$ cat config.mk
export PLATFORM = sky130hd
export DESIGN_NAME = clcd_write_arbiter
export DESIGN_NICKNAME = d
export VERILOG_FILES = /design/src/rtl/clcd_pkg.sv /design/src/rtl/clcd_rr_arb2.sv /design/src/rtl/clcd_write_arbiter.sv
export SDC_FILE = /design/constraint.sdc
export NUM_CORES = 1
export LEC_CHECK = 0
export ABC_AREA = 1
export CAP_MARGIN = 20
export CELL_PAD_IN_SITES_DETAIL_PLACEMENT = 0
export CELL_PAD_IN_SITES_GLOBAL_PLACEMENT = 2
export CORE_ASPECT_RATIO = 0.7
export CORE_MARGIN = 2
export CORE_UTILIZATION = 28
export DETAILED_ROUTE_END_ITERATION = 8
export PLACE_DENSITY_LB_ADDON = 0.1
export SETUP_SLACK_MARGIN = 0.1
export SKIP_CTS_REPAIR_TIMING = 1
export SYNTH_ARGS = -nofsm -noshare
export SYNTH_HDL_FRONTEND = slang
export SYNTH_SLANG_ARGS = --single-unit
$ cat constraint.sdc
create_clock -name clk -period 2.9 [get_ports clk]
set_clock_uncertainty 0.2 [all_clocks]
set_input_delay 0.725 -clock clk [delete_from_list [all_inputs] [get_ports clk]]
set_output_delay 0.725 -clock clk [all_outputs]
set_load 0.1 [all_outputs]
$ cat src/rtl/clcd_pkg.sv
// Shared definitions for the character-LCD write arbiter: state encoding,
// HD44780 command bytes, the registered bus record and the set-address helper.
package clcd_pkg;

    localparam logic [2:0] S_WAIT  = 3'd0;
    localparam logic [2:0] S_FSET  = 3'd1;
    localparam logic [2:0] S_DON   = 3'd2;
    localparam logic [2:0] S_EMODE = 3'd3;
    localparam logic [2:0] S_CLR   = 3'd4;
    localparam logic [2:0] S_IDLE  = 3'd5;
    localparam logic [2:0] S_ADDR  = 3'd6;
    localparam logic [2:0] S_DATA  = 3'd7;

    localparam logic [7:0] CLCD_FSET    = 8'h38;
    localparam logic [7:0] CLCD_DON     = 8'h0C;
    localparam logic [7:0] CLCD_EMODE   = 8'h06;
    localparam logic [7:0] CLCD_CLR     = 8'h01;
    localparam logic [7:0] CLCD_SETADDR = 8'h80;
    localparam logic [7:0] CLCD_LINE2   = 8'h40;

    typedef struct packed {
        logic       e;
        logic       rs;
        logic       rw;
        logic [7:0] data;
    } clcd_bus_t;

    function automatic logic [7:0] clcd_addr_cmd(input logic row, input logic [3:0] col);
        return CLCD_SETADDR | (row ? CLCD_LINE2 : 8'h00) | {4'h0, col};
    endfunction

endpackage

$ cat src/rtl/clcd_rr_arb2.sv
// Two-way round-robin arbiter: combinational grant, registered pointer holding
// the last granted requester (a tie goes to the requester that is not the pointer).
module clcd_rr_arb2
    import clcd_pkg::*;
(
    input  logic       clk,
    input  logic       resetn,
    input  logic [1:0] req,
    input  logic       en,
    output logic [1:0] gnt,
    output logic       gnt_idx
);

    logic ptr_r;

    // grant selection
    always_comb begin
        gnt     = 2'b00;
        gnt_idx = 1'b0;
        if (en) begin
            case (req)
                2'b01: begin gnt = 2'b01; gnt_idx = 1'b0; end
                2'b10: begin gnt = 2'b10; gnt_idx = 1'b1; end
                2'b11: begin
                    if (ptr_r) begin
                        gnt = 2'b01; gnt_idx = 1'b0;
                    end else begin
                        gnt = 2'b10; gnt_idx = 1'b1;
                    end
                end
                default: begin gnt = 2'b00; gnt_idx = 1'b0; end
            endcase
        end else begin
            gnt     = 2'b00;
            gnt_idx = 1'b0;
        end
    end

    // pointer remembers the last winner; reset value lets requester 0 win the first tie
    always_ff @(posedge clk or negedge resetn) begin
        if (!resetn) begin
            ptr_r <= 1'b1;
        end else if (gnt != 2'b00) begin
            ptr_r <= gnt_idx;
        end else begin
            ptr_r <= ptr_r;
        end
    end

endmodule

$ cat src/rtl/clcd_write_arbiter.sv
// Character-LCD bus owner: power-up init, then arbitrated single-character writes.
// Optional macro CLCD_ADDR_SKIP_EN skips set-address when the target equals the cursor.
module clcd_write_arbiter
    import clcd_pkg::*;
#(
    parameter int unsigned INIT_WAIT  = 70,
    parameter int unsigned CMD_CYCLES = 30,
    parameter int unsigned CLR_CYCLES = 200,
    parameter int unsigned WR_CYCLES  = 4
) (
    input  logic        clk,
    input  logic        resetn,
    input  logic [1:0]  req,
    input  logic [1:0]  req_row,
    input  logic [7:0]  req_col,
    input  logic [15:0] req_char,
    output logic [1:0]  ack,
    output logic        init_done,
    output logic        busy,
    output logic        LCD_E,
    output logic        LCD_RS,
    output logic        LCD_RW,
    output logic [7:0]  LCD_DATA
);

    logic [2:0] state_r, state_nx_s;
    logic [7:0] cnt_r, cnt_nx_s, len_s;
    logic       done_s, gnt_en_s, grant_s, hit_s;
    logic [1:0] gnt_s;
    logic       gnt_idx_s;
    logic       win_row_s, row_nx_s, lat_row_r;
    logic [3:0] win_col_s, col_nx_s, lat_col_r;
    logic [7:0] win_char_s, char_nx_s, lat_char_r;
    logic       who_nx_s, lat_who_r;
    clcd_bus_t  bus_nx_s, bus_r;
    logic [1:0] ack_nx_s, ack_r;
    logic       init_done_r, busy_r;

    // no grant while ack is showing, so the finished requester gets a cycle to drop req
    assign gnt_en_s = (state_r == S_IDLE) && (ack_r == 2'b00);

    clcd_rr_arb2 u_arb (
        .clk     (clk),
        .resetn  (resetn),
        .req     (req),
        .en      (gnt_en_s),
        .gnt     (gnt_s),
        .gnt_idx (gnt_idx_s)
    );

    assign grant_s    = (gnt_s != 2'b00);
    assign win_row_s  = gnt_idx_s ? req_row[1]     : req_row[0];
    assign win_col_s  = gnt_idx_s ? req_col[7:4]   : req_col[3:0];
    assign win_char_s = gnt_idx_s ? req_char[15:8] : req_char[7:0];
    assign row_nx_s   = grant_s ? win_row_s  : lat_row_r;
    assign col_nx_s   = grant_s ? win_col_s  : lat_col_r;
    assign char_nx_s  = grant_s ? win_char_s : lat_char_r;
    assign who_nx_s   = grant_s ? gnt_idx_s  : lat_who_r;

`ifdef CLCD_ADDR_SKIP_EN
    logic [6:0] cursor_r;
    logic       cursor_vld_r;

    assign hit_s = cursor_vld_r && (cursor_r == {win_row_s, 2'b00, win_col_s});

    // DDRAM cursor shadow: loaded by set-address, advanced by each data write
    always_ff @(posedge clk or negedge resetn) begin
        if (!resetn) begin
            cursor_r     <= 7'd0;
            cursor_vld_r <= 1'b0;
        end else if (state_r == S_CLR) begin
            cursor_r     <= 7'd0;
            cursor_vld_r <= 1'b0;
        end else if ((state_r == S_ADDR) && done_s) begin
            cursor_r     <= {lat_row_r, 2'b00, lat_col_r};
            cursor_vld_r <= 1'b1;
        end else if ((state_r == S_DATA) && done_s) begin
            cursor_r     <= cursor_r + 7'd1;
            cursor_vld_r <= cursor_vld_r;
        end else begin
            cursor_r     <= cursor_r;
            cursor_vld_r <= cursor_vld_r;
        end
    end
`else
    assign hit_s = 1'b0;
`endif

    // length of the current state, timed by the single shared counter
    always_comb begin
        case (state_r)
            S_WAIT:                 len_s = 8'(INIT_WAIT);
            S_FSET, S_DON, S_EMODE: len_s = 8'(CMD_CYCLES);
            S_CLR:                  len_s = 8'(CLR_CYCLES);
            S_ADDR, S_DATA:         len_s = 8'(WR_CYCLES);
            default:                len_s = 8'd1;
        endcase
        done_s = (cnt_r == (len_s - 8'd1));
    end

    // state sequencing
    always_comb begin
        state_nx_s = state_r;
        case (state_r)
            S_WAIT:  if (done_s) state_nx_s = S_FSET;  else state_nx_s = S_WAIT;
            S_FSET:  if (done_s) state_nx_s = S_DON;   else state_nx_s = S_FSET;
            S_DON:   if (done_s) state_nx_s = S_EMODE; else state_nx_s = S_DON;
            S_EMODE: if (done_s) state_nx_s = S_CLR;   else state_nx_s = S_EMODE;
            S_CLR:   if (done_s) state_nx_s = S_IDLE;  else state_nx_s = S_CLR;
            S_IDLE:  if (grant_s) state_nx_s = hit_s ? S_DATA : S_ADDR; else state_nx_s = S_IDLE;
            S_ADDR:  if (done_s) state_nx_s = S_DATA;  else state_nx_s = S_ADDR;
            S_DATA:  if (done_s) state_nx_s = S_IDLE;  else state_nx_s = S_DATA;
            default: state_nx_s = S_WAIT;
        endcase
        if ((state_nx_s != state_r) || (state_r == S_IDLE)) begin
            cnt_nx_s = 8'd0;
        end else begin
            cnt_nx_s = cnt_r + 8'd1;
        end
    end

    // bus drive for the upcoming cycle, so the registered pins line up with the state
    always_comb begin
        bus_nx_s.e    = 1'b0;
        bus_nx_s.rs   = 1'b0;
        bus_nx_s.rw   = 1'b1;
        bus_nx_s.data = 8'h00;
        case (state_nx_s)
            S_FSET:  bus_nx_s.data = CLCD_FSET;
            S_DON:   bus_nx_s.data = CLCD_DON;
            S_EMODE: bus_nx_s.data = CLCD_EMODE;
            S_CLR:   bus_nx_s.data = CLCD_CLR;
            S_ADDR:  bus_nx_s.data = clcd_addr_cmd(row_nx_s, col_nx_s);
            S_DATA:  begin bus_nx_s.rs = 1'b1; bus_nx_s.data = char_nx_s; end
            default: bus_nx_s.data = 8'h00;
        endcase
        if ((state_nx_s != S_WAIT) && (state_nx_s != S_IDLE)) begin
            bus_nx_s.rw = 1'b0;
            bus_nx_s.e  = (cnt_nx_s == 8'd1);
        end else begin
            bus_nx_s.rw = 1'b1;
            bus_nx_s.e  = 1'b0;
        end
        if ((state_r == S_DATA) && (state_nx_s == S_IDLE)) begin
            ack_nx_s = lat_who_r ? 2'b10 : 2'b01;
        end else begin
            ack_nx_s = 2'b00;
        end
    end

    // state, counter, latched payload and registered outputs
    always_ff @(posedge clk or negedge resetn) begin
        if (!resetn) begin
            state_r     <= S_WAIT;
            cnt_r       <= 8'd0;
            lat_row_r   <= 1'b0;
            lat_col_r   <= 4'd0;
            lat_char_r  <= 8'h00;
            lat_who_r   <= 1'b0;
            bus_r       <= '{e: 1'b0, rs: 1'b0, rw: 1'b1, data: 8'h00};
            ack_r       <= 2'b00;
            init_done_r <= 1'b0;
            busy_r      <= 1'b1;
        end else begin
            state_r     <= state_nx_s;
            cnt_r       <= cnt_nx_s;
            lat_row_r   <= row_nx_s;
            lat_col_r   <= col_nx_s;
            lat_char_r  <= char_nx_s;
            lat_who_r   <= who_nx_s;
            bus_r       <= bus_nx_s;
            ack_r       <= ack_nx_s;
            init_done_r <= init_done_r | ((state_r == S_CLR) && (state_nx_s == S_IDLE));
            busy_r      <= (state_nx_s != S_IDLE);
        end
    end

    assign ack       = ack_r;
    assign init_done = init_done_r;
    assign busy      = busy_r;
    assign LCD_E     = bus_r.e;
    assign LCD_RS    = bus_r.rs;
    assign LCD_RW    = bus_r.rw;
    assign LCD_DATA  = bus_r.data;

endmodule
* Word-level counts from Yosys, hierarchy flattened
Index checks and enable logic that the tools add are counted.
** Cells by class
- Multiplexer cells :: 30
- Reduce and logical (&&, ||, !) cells :: 11
- Eq/ne operators :: 21
- Bitwise gates (word level) :: 2
- $add $sub $neg :: 2
** Operators by type and width (count)
- 8-bit case mux with 6 select lines :: 1
- 8-bit case mux with 4 select lines :: 1
- 3-bit equality test, second input constant :: 8
- 8-bit two-way mux :: 3
- 3-bit case mux with 8 select lines :: 1
- 2-bit two-way mux :: 7
- 3-bit by 2-bit equality test with 1-bit output, second input constant :: 4
- 1-bit two-way mux :: 11
- 8-bit by 1-bit adder with 8-bit output, second input constant :: 1
- 8-bit by 1-bit equality test with 1-bit output, second input constant :: 1
- 8-bit equality test :: 1
- 4-bit two-way mux :: 2
- 8-bit by 4-bit OR with 8-bit output :: 1
- 8-bit by 1-bit subtractor with 8-bit output, second input constant :: 1
- 7-bit two-way mux :: 1
- 3-bit by 1-bit equality test with 1-bit output, second input constant :: 2
- 2-bit case mux with 3 select lines :: 1
- 2-bit equality test, second input constant :: 2
- 1-bit logical AND :: 4
- 3-bit zero test :: 1
- 3-bit two-way mux :: 1
- 3-bit inequality test :: 1
- 3-bit inequality test, second input constant :: 1
- 3-bit nonzero test :: 1
- other kinds (8) :: 8
** Word-level totals
- Input port bits :: 30
- Output and inout bits :: 15
- Flip-flop bits (word level) :: 41

* Longest topological paths before layout
Gate-level depths: netlist of the first run.
- Depth in word-level cells :: 12
- Mapped depth :: 18
- Gate-level depth less buffers :: 17

* Modules after synthesis
A second synthesis of the first run with hierarchy kept.
** Second synthesis, totals
- Cell total of the unflattened synthesis :: 262
- Area, all modules :: 2074.5 sq um
** By module, submodules not included
- clcd_write_arbiter :: area each 2003.2 sq um, cells an instance 250, times used 1, seq. area each 1003.5 sq um
- clcd_rr_arb2 :: area each 71.3 sq um, cells an instance 12, times used 1, seq. area each 26.3 sq um

* Least setup slack after synthesis of the first run
No wires, ideal clock.
- Path kind :: register to register
- Start point :: register ack_r[1], in the netlist ack[1]
- End point :: register bus_r, in the netlist LCD_DATA[2]
- Period minus slack after synthesis :: 2.309 ns
- Cell stages (with the launch flop) :: 11
- Arrival :: 1.985 ns
- Required time :: 2.576 ns
- Slack :: 0.591 ns
- Buffers on the path :: 0
- Cells stage by stage :: dfrtp_1 nor2_1 nand2_1 inv_1 nand2_1 inv_1 or2_2 a22oi_1 inv_1 a21oi_1 o21ai_1
** RTL lines
- start, declared :: line clcd_write_arbiter.sv:36 : logic [1:0] ack_nx_s, ack_r;
- start signal, assigned :: line clcd_write_arbiter.sv:172 : ack_r <= ack_nx_s;
- end signal, assigned :: line clcd_write_arbiter.sv:160 : bus_r <= '{e: 1'b0, rs: 1'b0, rw: 1'b1, data: 8'h00};
- end signal, assigned :: line clcd_write_arbiter.sv:171 : bus_r <= bus_nx_s;
- end, declared :: line clcd_write_arbiter.sv:35 : clcd_bus_t bus_nx_s, bus_r;

* Worst setup path after layout of the first run
- Start point :: register state_r[0]
- End point :: register ack_r[0], in the netlist ack[0]
** Between the ends
- Cells in the longest elaborated chain, start to end :: 10
** RTL lines
- start, declared :: line clcd_write_arbiter.sv:26 : logic [2:0] state_r, state_nx_s;
- start signal, assigned :: line clcd_write_arbiter.sv:165 : state_r <= state_nx_s;
- 3-bit by 2-bit equality test with 1-bit output (tied with other cells) :: line clcd_write_arbiter.sv:91, clcd_write_arbiter.sv:104
- 3-bit OR reduction or 2-bit OR reduction (tied branches) :: line clcd_write_arbiter.sv:91 : case (state_r)
- 8-bit case mux with 4 select lines :: line clcd_write_arbiter.sv:91
- 8-bit by 1-bit subtractor with 8-bit output :: line clcd_write_arbiter.sv:98 : done_s = (cnt_r == (len_s - 8'd1));
- 8-bit equality test :: line clcd_write_arbiter.sv:98
- 1-bit two-way mux (tied with other cells)
- 3-bit case mux with 8 select lines :: line clcd_write_arbiter.sv:104 : case (state_r)
- 3-bit equality test :: line clcd_write_arbiter.sv:144 : if ((state_r == S_DATA) && (state_nx_s == S_IDLE)) begin
- 1-bit logical AND * :: line clcd_write_arbiter.sv:144
- 2-bit two-way mux * :: line clcd_write_arbiter.sv:144
- via ack_nx_s[0] :: line clcd_write_arbiter.sv:36
Mark *: on every way through the listed nets, which the timed path passes. The rest lies on a longest branch.
A chain may end at the register's enable or synchronous reset.

==> results of run 1 <==
[metal layers]
layer	part of all wire, %	vias to the layer above
li1	-	936
met1	58	798
met2	37	36
met3	4.6	2
met4	0.42	0
met5	0	-
[critical path: stages, from the launching register on]
cell	delay, ns
dfrtp_1	0.48
nor2_2	0.20
nand2_1	0.10
nand2_1	0.06
nand2_1	0.07
nor2_1	0.09
nand2_1	0.10
nor2_4	0.16
nand2_1	0.11
inv_2	0.09
nor2_1	0.05
nand2_2	0.14
nand2_1	0.13
inv_1	0.15
nand2_1	0.09
nor2_1	0.09
[worst paths after layout]
kind / end / depth (start not counted) / slack (ns) / start
worst max-delay path: ack[0]$_DFF_PN0_ / 15 / 0.50 / state_r[0]$_DFF_PN0_
worst min-delay path: lat_char_r[6]$_DFF_PN0_ / 1 / 0.21 / resetn
worst max register to register: ack[0]$_DFF_PN0_ / 15 / 0.50 / state_r[0]$_DFF_PN0_
worst min register to register: ack[0]$_DFF_PN0_ / 1 / 0.23 / lat_who_r$_DFFE_PN0N_
max in group asynchronous: u_arb.ptr_r$_DFFE_PN1N_ / 2 / 1.71 / resetn
min in group clk: ack[0]$_DFF_PN0_ / 1 / 0.23 / lat_who_r$_DFFE_PN0N_
[metrics by stage]
stage	power, uW	instance area (sq um)	instances	utilization, %
after floorplan	612.3	2069	266	-
after global placement	673.3	2620	409	36.28
after detailed placement	673.2	2620	409	36.28
after CTS	1074	2714	417	37.58
after global routing	1107	2715	417	37.60
final	1052	2715	417	37.60
[state kept, by name (all words and copies together) (netlist names), 2 cells and up]
name and count:
LCD_DATA 8, cnt_r 8, lat_char_r 8, lat_col_r 4, state_r 3, ack 2
[cell usage after synthesis]
| master | number |
|---|---|
| xor2_1 | 3 |
| nand3_1 | 10 |
| o211ai_1 | 1 |
| or2_2 | 2 |
| buf_4 | 1 |
| nand3_4 | 1 |
| nor3_1 | 1 |
| a21oi_2 | 1 |
| ha_1 | 1 |
| o21ai_1 | 5 |
| nor2_4 | 2 |
| o21ai_0 | 24 |
| dfstp_2 | 3 |
| buf_6 | 1 |
| a22oi_1 | 1 |
| inv_2 | 7 |
| buf_2 | 1 |
| mux2i_1 | 1 |
| a21oi_1 | 3 |
| o2111ai_1 | 1 |
| nor2_1 | 37 |
| dfrtp_1 | 38 |
| a21boi_0 | 1 |
| nor2_2 | 2 |
| inv_1 | 32 |
| o21bai_1 | 1 |
| nand2_2 | 3 |
| nand4_1 | 5 |
| nor3_4 | 1 |
| nand2_1 | 72 |
| clkbuf_1 | 3 |
| and3_1 | 1 |
[logic make-up after synthesis]
| family | count (synthesis) |
|---|---|
| fa+ha+maj | 1 |
| flops | 41 |
| xor+xnor | 3 |
| buf+inv | 45 |
| compound gates | 38 |
| mux | 1 |
| simple gates | 137 |
[power by group through the flow]
stage                     combinational (uW)  sequential [uW]  clock (uW)
after floorplan                         14.8              598           0
after global placement                  75.3              598           0
after detailed placement                75.0              598           0
after CTS                               75.6              587         412
after global routing                    81.3              588         438
final                                   73.6              587         392
[layout make-up]
type                            count  area (sq um)
Fill cell                         765          4507
Sequential cell                    41          1031
Multi-Input combinational cell    180         858.3
Timing Repair Buffer               51         462.9
Inverter                           39         146.4
Tap cell                           98         122.6
Clock buffer                        7         86.33
Clock inverter                      1         7.507
==> summary.txt, run 1 <==
Status
  • Status: finished clean

Critical path
  • CP Max Fanout: 8
  • Setup CP Type: reg2reg
  • Critical Path Start Type: flop
  • Arrival @ worst endpoint: 2.42 ns
  • Critical path data required time: 2.92 ns
  • CP Capture Type: flop

Finish
  • P&R area growth vs syn: 31.20%
  • Commonest non-fill, non-tap cell in the layout: nand2_1
  • Layout cells sized above 1: 16.61%
  • Final net count: 349
  • Antenna Cells: 0
  • Commonest non-fill, non-tap cells in the layout: nand2_1, dfrtp_1, nor2_1, inv_1, clkdlybuf4s50_1

GRT
  • GR Layer Usage met2: 18.41%
  • Total gr overflow: 0
  • Initial antenna violation count: 0
  • Global-route wire length before repair: 9.259 mm
  • Met1 global-route usage: 24.64%
  • Vias in the first global route: 1778
  • Largest net degree at the start of global routing: 23
  • Total GRT Usage: 14.73%
  • Met3 Use GR: 3.614%
  • Most Crowded Layer GR: met1

CTS
  • CTS Buf Count: 5
  • Clk buf depth: 2
  • CTS Sinks: 41
  • TritonCTS clock tree: done
  • H-tree lvl count: 2
  • Worst-skew pair later-pin latency: 0.29 ns
  • Clk pin slew, worst setup/hold paths: 0.08 ns
  • Root buffer cell: clkbuf_8

Power and ir drop
  • Seq pwr share: 55.8%
  • Int Pwr: 820.8 uW
  • Sw Share: 21.98%
  • Switching power total: 231.2 uW
  • PwrDens: 387.5 mW/mm^2
  • Gate power share: 7.0%
  • P_leak: 0.001404 uW
  • Peak VDD IR: 0.1310 mV
  • Clock Power Share: 37.2%

Placed design
  • Setup WS pre-CTS: 0.2398 ns
  • Dpl hpwl: 4.247 mm
  • GP Congestion: 0.7747
  • IO buf count: 44

STA
  • Hold_ws: 0.2117 ns
  • Hold Vio Cnt, Final: 0
  • Setup WS post-layout: 0.4979 ns
  • Fin crit period: 2.402 ns
  • Fmax: 416.3 MHz
  • Slew HR: 63.86%
  • Setup TNS: 0 ns
  • Actual slew at the worst max-slew pin: 0.5421 ns
  • Final setup viols: 0
  • Period utilisation layout: 82.83%
  • RSZ-0062 raised after global routing: no
  • Slew Limit Fails: 0

Logic synthesis
  • Sequential area share after synthesis: 49.76%
  • Yosys top cell by area: dfrtp_1
  • XOR/XNOR Fraction of Synth Area: 1.270%
  • YS warnings: 0
  • Share of the synthesized area in the top cell type: 45.95%
  • Net Count, Synth: 297
  • Mux cell area share after synthesis: 0.4837%
  • Netlist cell types: 32
  • Top cells by area, synth: dfrtp_1, nand2_1, nor2_1
  • Largest family of logic cells by synthesized area: simple AND/OR/NAND/NOR gates
  • Cells after synthesis: 266
  • Post-Synth Simple-Gate Area: 29.08%
  • Mapped Avg Cell Area: 7.780 sq um
  • #FFs+latches synth: 41
  • Adder-Cell Fraction of Synth Area: 0.6046%
  • Compound-cell area share of the yosys netlist: 10.04%
  • Cell Area, Synth: 0.002069 sq mm

Drt
  • Initial drt markers: 45
  • Total wire length: 5.480 mm
  • Drt via density: 4.249
  • Via count: 1772
  • First drt pass iteration count: 4
  • DR DRC count: 0
  • Post-DR wirelength/cell: 13.14 microns
  • Antenna Nets Post-Route: 0

Hold path
  • HP Class: in2async

Floorplan
  • Die Wd: 106.8 microns
  • Core footprint: 0.007222 sq mm
  • Die ar.: 0.008106 sq mm
  • Site Rows: 26
  • Starting Density: 28.66%
  • Die Y: 75.93 microns
  • I/O pins: 45

Run
  • Maxcap violations: 0
No activity file was read; power rests on OpenSTA's default activity.
==> inputs of run 2 (changes only) <==
==> constraint.sdc (replaced) <==
create_clock -name clk -period 2.5 [get_ports clk]
set_clock_uncertainty 0.2 [all_clocks]
set_input_delay 0.625 -clock clk [delete_from_list [all_inputs] [get_ports clk]]
set_output_delay 0.625 -clock clk [all_outputs]
set_load 0.1 [all_outputs]
==> summary.txt, run 2 (synthesized netlist as in run 1, its figures left out) <==
Status
  • Status: finished clean

STA
  • Fmax: 434.6 MHz
  • Final setup viols: 0
  • Actual slew at the worst max-slew pin: 0.5408 ns
  • Slew Limit Fails: 0
  • Hold Vio Cnt, Final: 0
  • Setup WS post-layout: 0.1993 ns
  • Fin crit period: 2.301 ns
  • Slew HR: 63.67%
  • RSZ-0062 raised after global routing: yes
  • Period utilisation layout: 92.03%

Drt
  • Initial drt markers: 62
  • Drt via density: 4.261
  • Antenna Nets Post-Route: 0
  • Total wire length: 5.845 mm
  • First drt pass iteration count: 4
  • Post-DR wirelength/cell: 13.16 microns
  • DR DRC count: 0
  • Via count: 1892

Floorplan
  • Core footprint: 0.007222 sq mm
  • Starting Density: 28.66%
  • Die Wd: 106.8 microns
  • Die Y: 75.93 microns
  • I/O pins: 45
  • Site Rows: 26
  • Die ar.: 0.008106 sq mm

Critical path
  • Critical path data required time: 2.53 ns
  • Crit-path slowest cell: dfrtp_2
  • Reg2reg end: LCD_DATA[0]$_DFF_PN0_
  • CP Max Fanout: 8
  • CP Capture Type: flop
  • Most used cell along the critical path: nand2_2
  • Crit path max-delay family: simple AND/OR/NAND/NOR gates
  • Arrival @ worst endpoint: 2.33 ns
  • Setup CP Type: reg2reg
  • Crit-path cells: inv_2, nand2_4, nand2_2, nand3_2, nor2_2, nand2_2, nor2_4, buf_6, nand2_2, nand2_2, nand2_4, nor3_4, buf_6, nand2_2, o21ai_1
  • Logic depth of the worst path, buffers included: 15
  • Worst r2r src: state_r[0]$_DFF_PN0_
  • Cell count of the worst reg-to-reg path: 15
  • Max stage delay on crit path: 0.49 ns
  • Crit path launch: state_r[0]$_DFF_PN0_
  • Buf+Inv Stages, Crit Path: 3
  • Setup crit end: LCD_DATA[0]$_DFF_PN0_
  • Critical Path Start Type: flop
  • Worst R2R Setup Slack: 0.20 ns

GRT
  • Initial antenna violation count: 0
  • Global-route wire length before repair: 9.694 mm
  • Vias in the first global route: 1892
  • Total gr overflow: 0
  • Total GRT Usage: 15.41%
  • Largest net degree at the start of global routing: 22

Power and ir drop
  • PwrDens: 450.5 mW/mm^2
  • P_leak: 0.001612 uW
  • Peak VDD IR: 0.1931 mV

CTS
  • Worst-skew pair later-pin latency: 0.30 ns
  • CTS Buf Count: 5
  • Clk buf depth: 2
  • TritonCTS clock tree: done
  • H-tree lvl count: 2
  • Clk pin slew, worst setup/hold paths: 0.08 ns
  • Root buffer cell: clkbuf_8
  • CTS Sinks: 41

Finish
  • Layout cells sized above 1: 30.64%
  • Commonest non-fill, non-tap cells in the layout: nand2_1, buf_4, dfrtp_1, nor2_1, inv_1
  • Finished Cell Area: 0.003126 sq mm
  • Commonest non-fill, non-tap cell in the layout: nand2_1
  • Antenna Cells: 0
  • Final net count: 376
  • P&R area growth vs syn: 51.03%

Run
  • Maxcap violations: 0

Hold path
  • HP Class: in2async

Placed design
  • Setup WS pre-CTS: -0.09949 ns
  • IO buf count: 44
  • GP Congestion: 0.7779
  • Dpl hpwl: 4.473 mm
  • Post-DP Area: 0.002820 sq mm
run 2: cell types whose count changed in the layout (fill, tap and decap cells not counted), moves of 3 or more:
cell	change
buf_12	+4
nor2_1	-4
nand2_2	+9
buf_4	+20
buf_6	+3
nand2_1	-13
nand2_4	+4
run 2: power by group:
group	internal [uW]	total, uW	switching [uW]
Sequential	677	680	3.51
Clock	397	641	244
Combinational	50.9	87.0	36.0
Total	1120	1410	283
run 2: per-stage QoR:
stage	cells	setup TNS (ns)	power [uW]	utilization [%]	hold slack, ns
floorplan	266	0	710.3	-	0.1294
global placement	429	-0.5073	780.8	39.05	0.2237
detailed placement	429	-0.5063	780.8	39.05	0.2271
CTS	437	0	1424	40.90	0.09669
global route	444	0	1467	43.28	0.1157
finish	444	0	1408	43.28	0.08451
run 2: layout make-up:
class,count,area [sq um]
multi-input cells,180,959.7
clock inverters,3,65.06
clock buffers,5,68.82
inverters,39,148.9
fillers,764,4096
well taps,98,122.6
flip-flops and latches,41,1033
repair buffers,78,726.9
run 2: worst min-delay path by stage:
stage / startpoint / end
final: resetn / lat_char_r[6]$_DFF_PN0_
after global routing: resetn / LCD_DATA[4]$_DFF_PN0_
after CTS: resetn / LCD_DATA[5]$_DFF_PN0_
after detailed placement: lat_who_r$_DFFE_PN0N_ / ack[0]$_DFF_PN0_
after global placement: lat_who_r$_DFFE_PN0N_ / ack[0]$_DFF_PN0_
after floorplan: resetn / LCD_DATA[0]$_DFF_PN0_
run 2: metal layers:
metal,global-route usage [%],routed length (microns),share of wire (%),up-vias
li1,-,-,-,987
met1,24.93,3352,57,860
met2,19.68,2196,38,38
met3,3.356,224,3.8,7
met4,5.065,72,1.2,0
met5,0,0,0,-
==> inputs of run 3 (changes only) <==
==> constraint.sdc (replaced) <==
create_clock -name clk -period 2.6 [get_ports clk]
set_clock_uncertainty 0.2 [all_clocks]
set_input_delay 0.65 -clock clk [delete_from_list [all_inputs] [get_ports clk]]
set_output_delay 0.65 -clock clk [all_outputs]
set_load 0.1 [all_outputs]
==> summary.txt, run 3 (synthesized netlist as in run 1, its figures left out) <==
Power and ir drop
  • Peak VDD IR: 0.1810 mV
  • P_leak: 0.001500 uW
  • Post-route total power: 1179 uW
  • PwrDens: 406.2 mW/mm^2

Placed design
  • Setup WS pre-CTS: -0.001264 ns
  • GP Congestion: 0.7581
  • IO buf count: 44
  • DP Cell Count: 421
  • Dpl hpwl: 4.334 mm

Floorplan
  • Site Rows: 26
  • Core footprint: 0.007222 sq mm
  • Die Y: 75.93 microns
  • I/O pins: 45
  • Die ar.: 0.008106 sq mm
  • Starting Density: 28.66%
  • Die Wd: 106.8 microns

Critical path
  • Crit path launch: state_r[0]$_DFF_PN0_
  • Crit-path cells: nor2_4, nand2_2, nand2_2, nand2_2, nor2_2, nand2_2, nor2_4, nand2_2, inv_2, nor2_1, nand2_2, inv_2, nand2_1, nor2_1, buf_4, a21oi_1, inv_1
  • Crit-path slowest cell: dfrtp_2
  • CP Max Fanout: 8
  • Cell count of the worst reg-to-reg path: 17
  • Critical path data required time: 2.59 ns
  • Setup CP Type: reg2reg
  • Worst R2R Setup Slack: 0.31 ns
  • Worst r2r src: state_r[0]$_DFF_PN0_
  • CP Capture Type: flop
  • Critical Path Start Type: flop
  • Reg2reg end: LCD_DATA[7]$_DFF_PN0_
  • Most used cell along the critical path: nand2_2
  • Arrival @ worst endpoint: 2.28 ns
  • Max stage delay on crit path: 0.49 ns
  • Setup crit end: LCD_DATA[7]$_DFF_PN0_

STA
  • Hold Vio Cnt, Final: 0
  • Slew HR: 64.46%
  • RSZ-0062 raised after global routing: no
  • Slew Limit Fails: 0
  • Actual slew at the worst max-slew pin: 0.5332 ns
  • Period utilisation layout: 88.05%
  • Final setup viols: 0
  • Setup WS post-layout: 0.3106 ns
  • Fin crit period: 2.289 ns
  • Fmax: 436.8 MHz

CTS
  • CTS Buf Count: 5
  • Clk buf depth: 2
  • Root buffer cell: clkbuf_8
  • CTS Sinks: 41
  • TritonCTS clock tree: done
  • Worst-skew pair later-pin latency: 0.30 ns
  • H-tree lvl count: 2
  • Clk pin slew, worst setup/hold paths: 0.08 ns

Drt
  • First drt pass iteration count: 5
  • Top layer reached by signal wires: met4
  • Initial drt markers: 101
  • Total wire length: 5.689 mm
  • Antenna Nets Post-Route: 0
  • DR DRC count: 0
  • WL met1: 3.187 mm
  • Via count: 1864
  • Post-DR wirelength/cell: 13.14 microns
  • Routed met2 length: 2.124 mm
  • Drt via density: 4.305
  • Metal3 WL: 303 microns

Finish
  • Fillers: 767
  • Commonest non-fill, non-tap cell in the layout: nand2_1
  • Antenna Cells: 0
  • P&R area growth vs syn: 40.21%
  • Fin util: 40.18%
  • Final net count: 365
  • Layout Cells excl Fill: 433
  • Multi-input logic area: 895.9 sq um
  • FF/Latch Area: 0.001033 sq mm
  • Commonest non-fill, non-tap cells in the layout: nand2_1, dfrtp_1, buf_4, nor2_1, inv_1
  • Layout cells sized above 1: 23.88%

GRT
  • Global-route wire length before repair: 9.549 mm
  • Total GRT Usage: 15.18%
  • Largest net degree at the start of global routing: 22
  • Initial antenna violation count: 0
  • Vias in the first global route: 1855
  • Total gr overflow: 0

Hold path
  • HP Class: in2async

Run
  • Maxcap violations: 0

Status
  • Status: finished clean
run 3: final cells by class:
| class | instances | area share, % |
|---|---|---|
| tap | 98 | 4.226 |
| timing repair buffer | 67 | 20.96 |
| inverter | 39 | 5.218 |
| multi-input combinational | 180 | 30.88 |
| clock buffer | 8 | 3.105 |
| sequential | 41 | 35.62 |
run 3: worst min path at each step:
stage                           from                      end  slack [ns]  cells past startpoint
6_report                      resetn  lat_char_r[6]$_DFF_PN0_        0.12                      1
5_1_grt                       resetn  lat_char_r[6]$_DFF_PN0_        0.15                      1
4_1_cts                       resetn  lat_char_r[6]$_DFF_PN0_        0.13                      1
3_5_place_dp   lat_who_r$_DFFE_PN0N_         ack[0]$_DFF_PN0_        0.23                      1
3_3_place_gp   lat_who_r$_DFFE_PN0N_         ack[0]$_DFF_PN0_        0.22                      1
2_1_floorplan                 resetn    LCD_DATA[0]$_DFF_PN0_        0.15                      0
run 3: worst max-delay path: cells and delay by family, from the launching register on:
family / cells / cell delay, ns
flip-flops: 1 / 0.49
AND/OR/NAND/NOR: 12 / 1.06
buffers and inverters: 4 / 0.33
AO/OA/AOI/OAI: 1 / 0.10
run 3: metal layers:
layer | vias up | track usage [%]
met4 | 0 | 4.675
met2 | 52 | 19.55
met1 | 838 | 24.35
li1 | 967 | -
met3 | 7 | 3.614
met5 | - | 0
run 3: metrics by stage:
step	TNS, ns	hold slack (ns)	instance area (sq um)
finish	0	0.1214	2902
global route	0	0.1459	2902
CTS	0	0.1329	2825
detailed placement	-0.001264	0.2317	2735
global placement	-0.1031	0.2242	2735
floorplan	0	0.1544	2069
run 3: power by group:
group	internal, uW	total [uW]	switching (uW)
clock	217	442	225
combinational	48.8	82.1	33.3
sequential	651	655	3.88
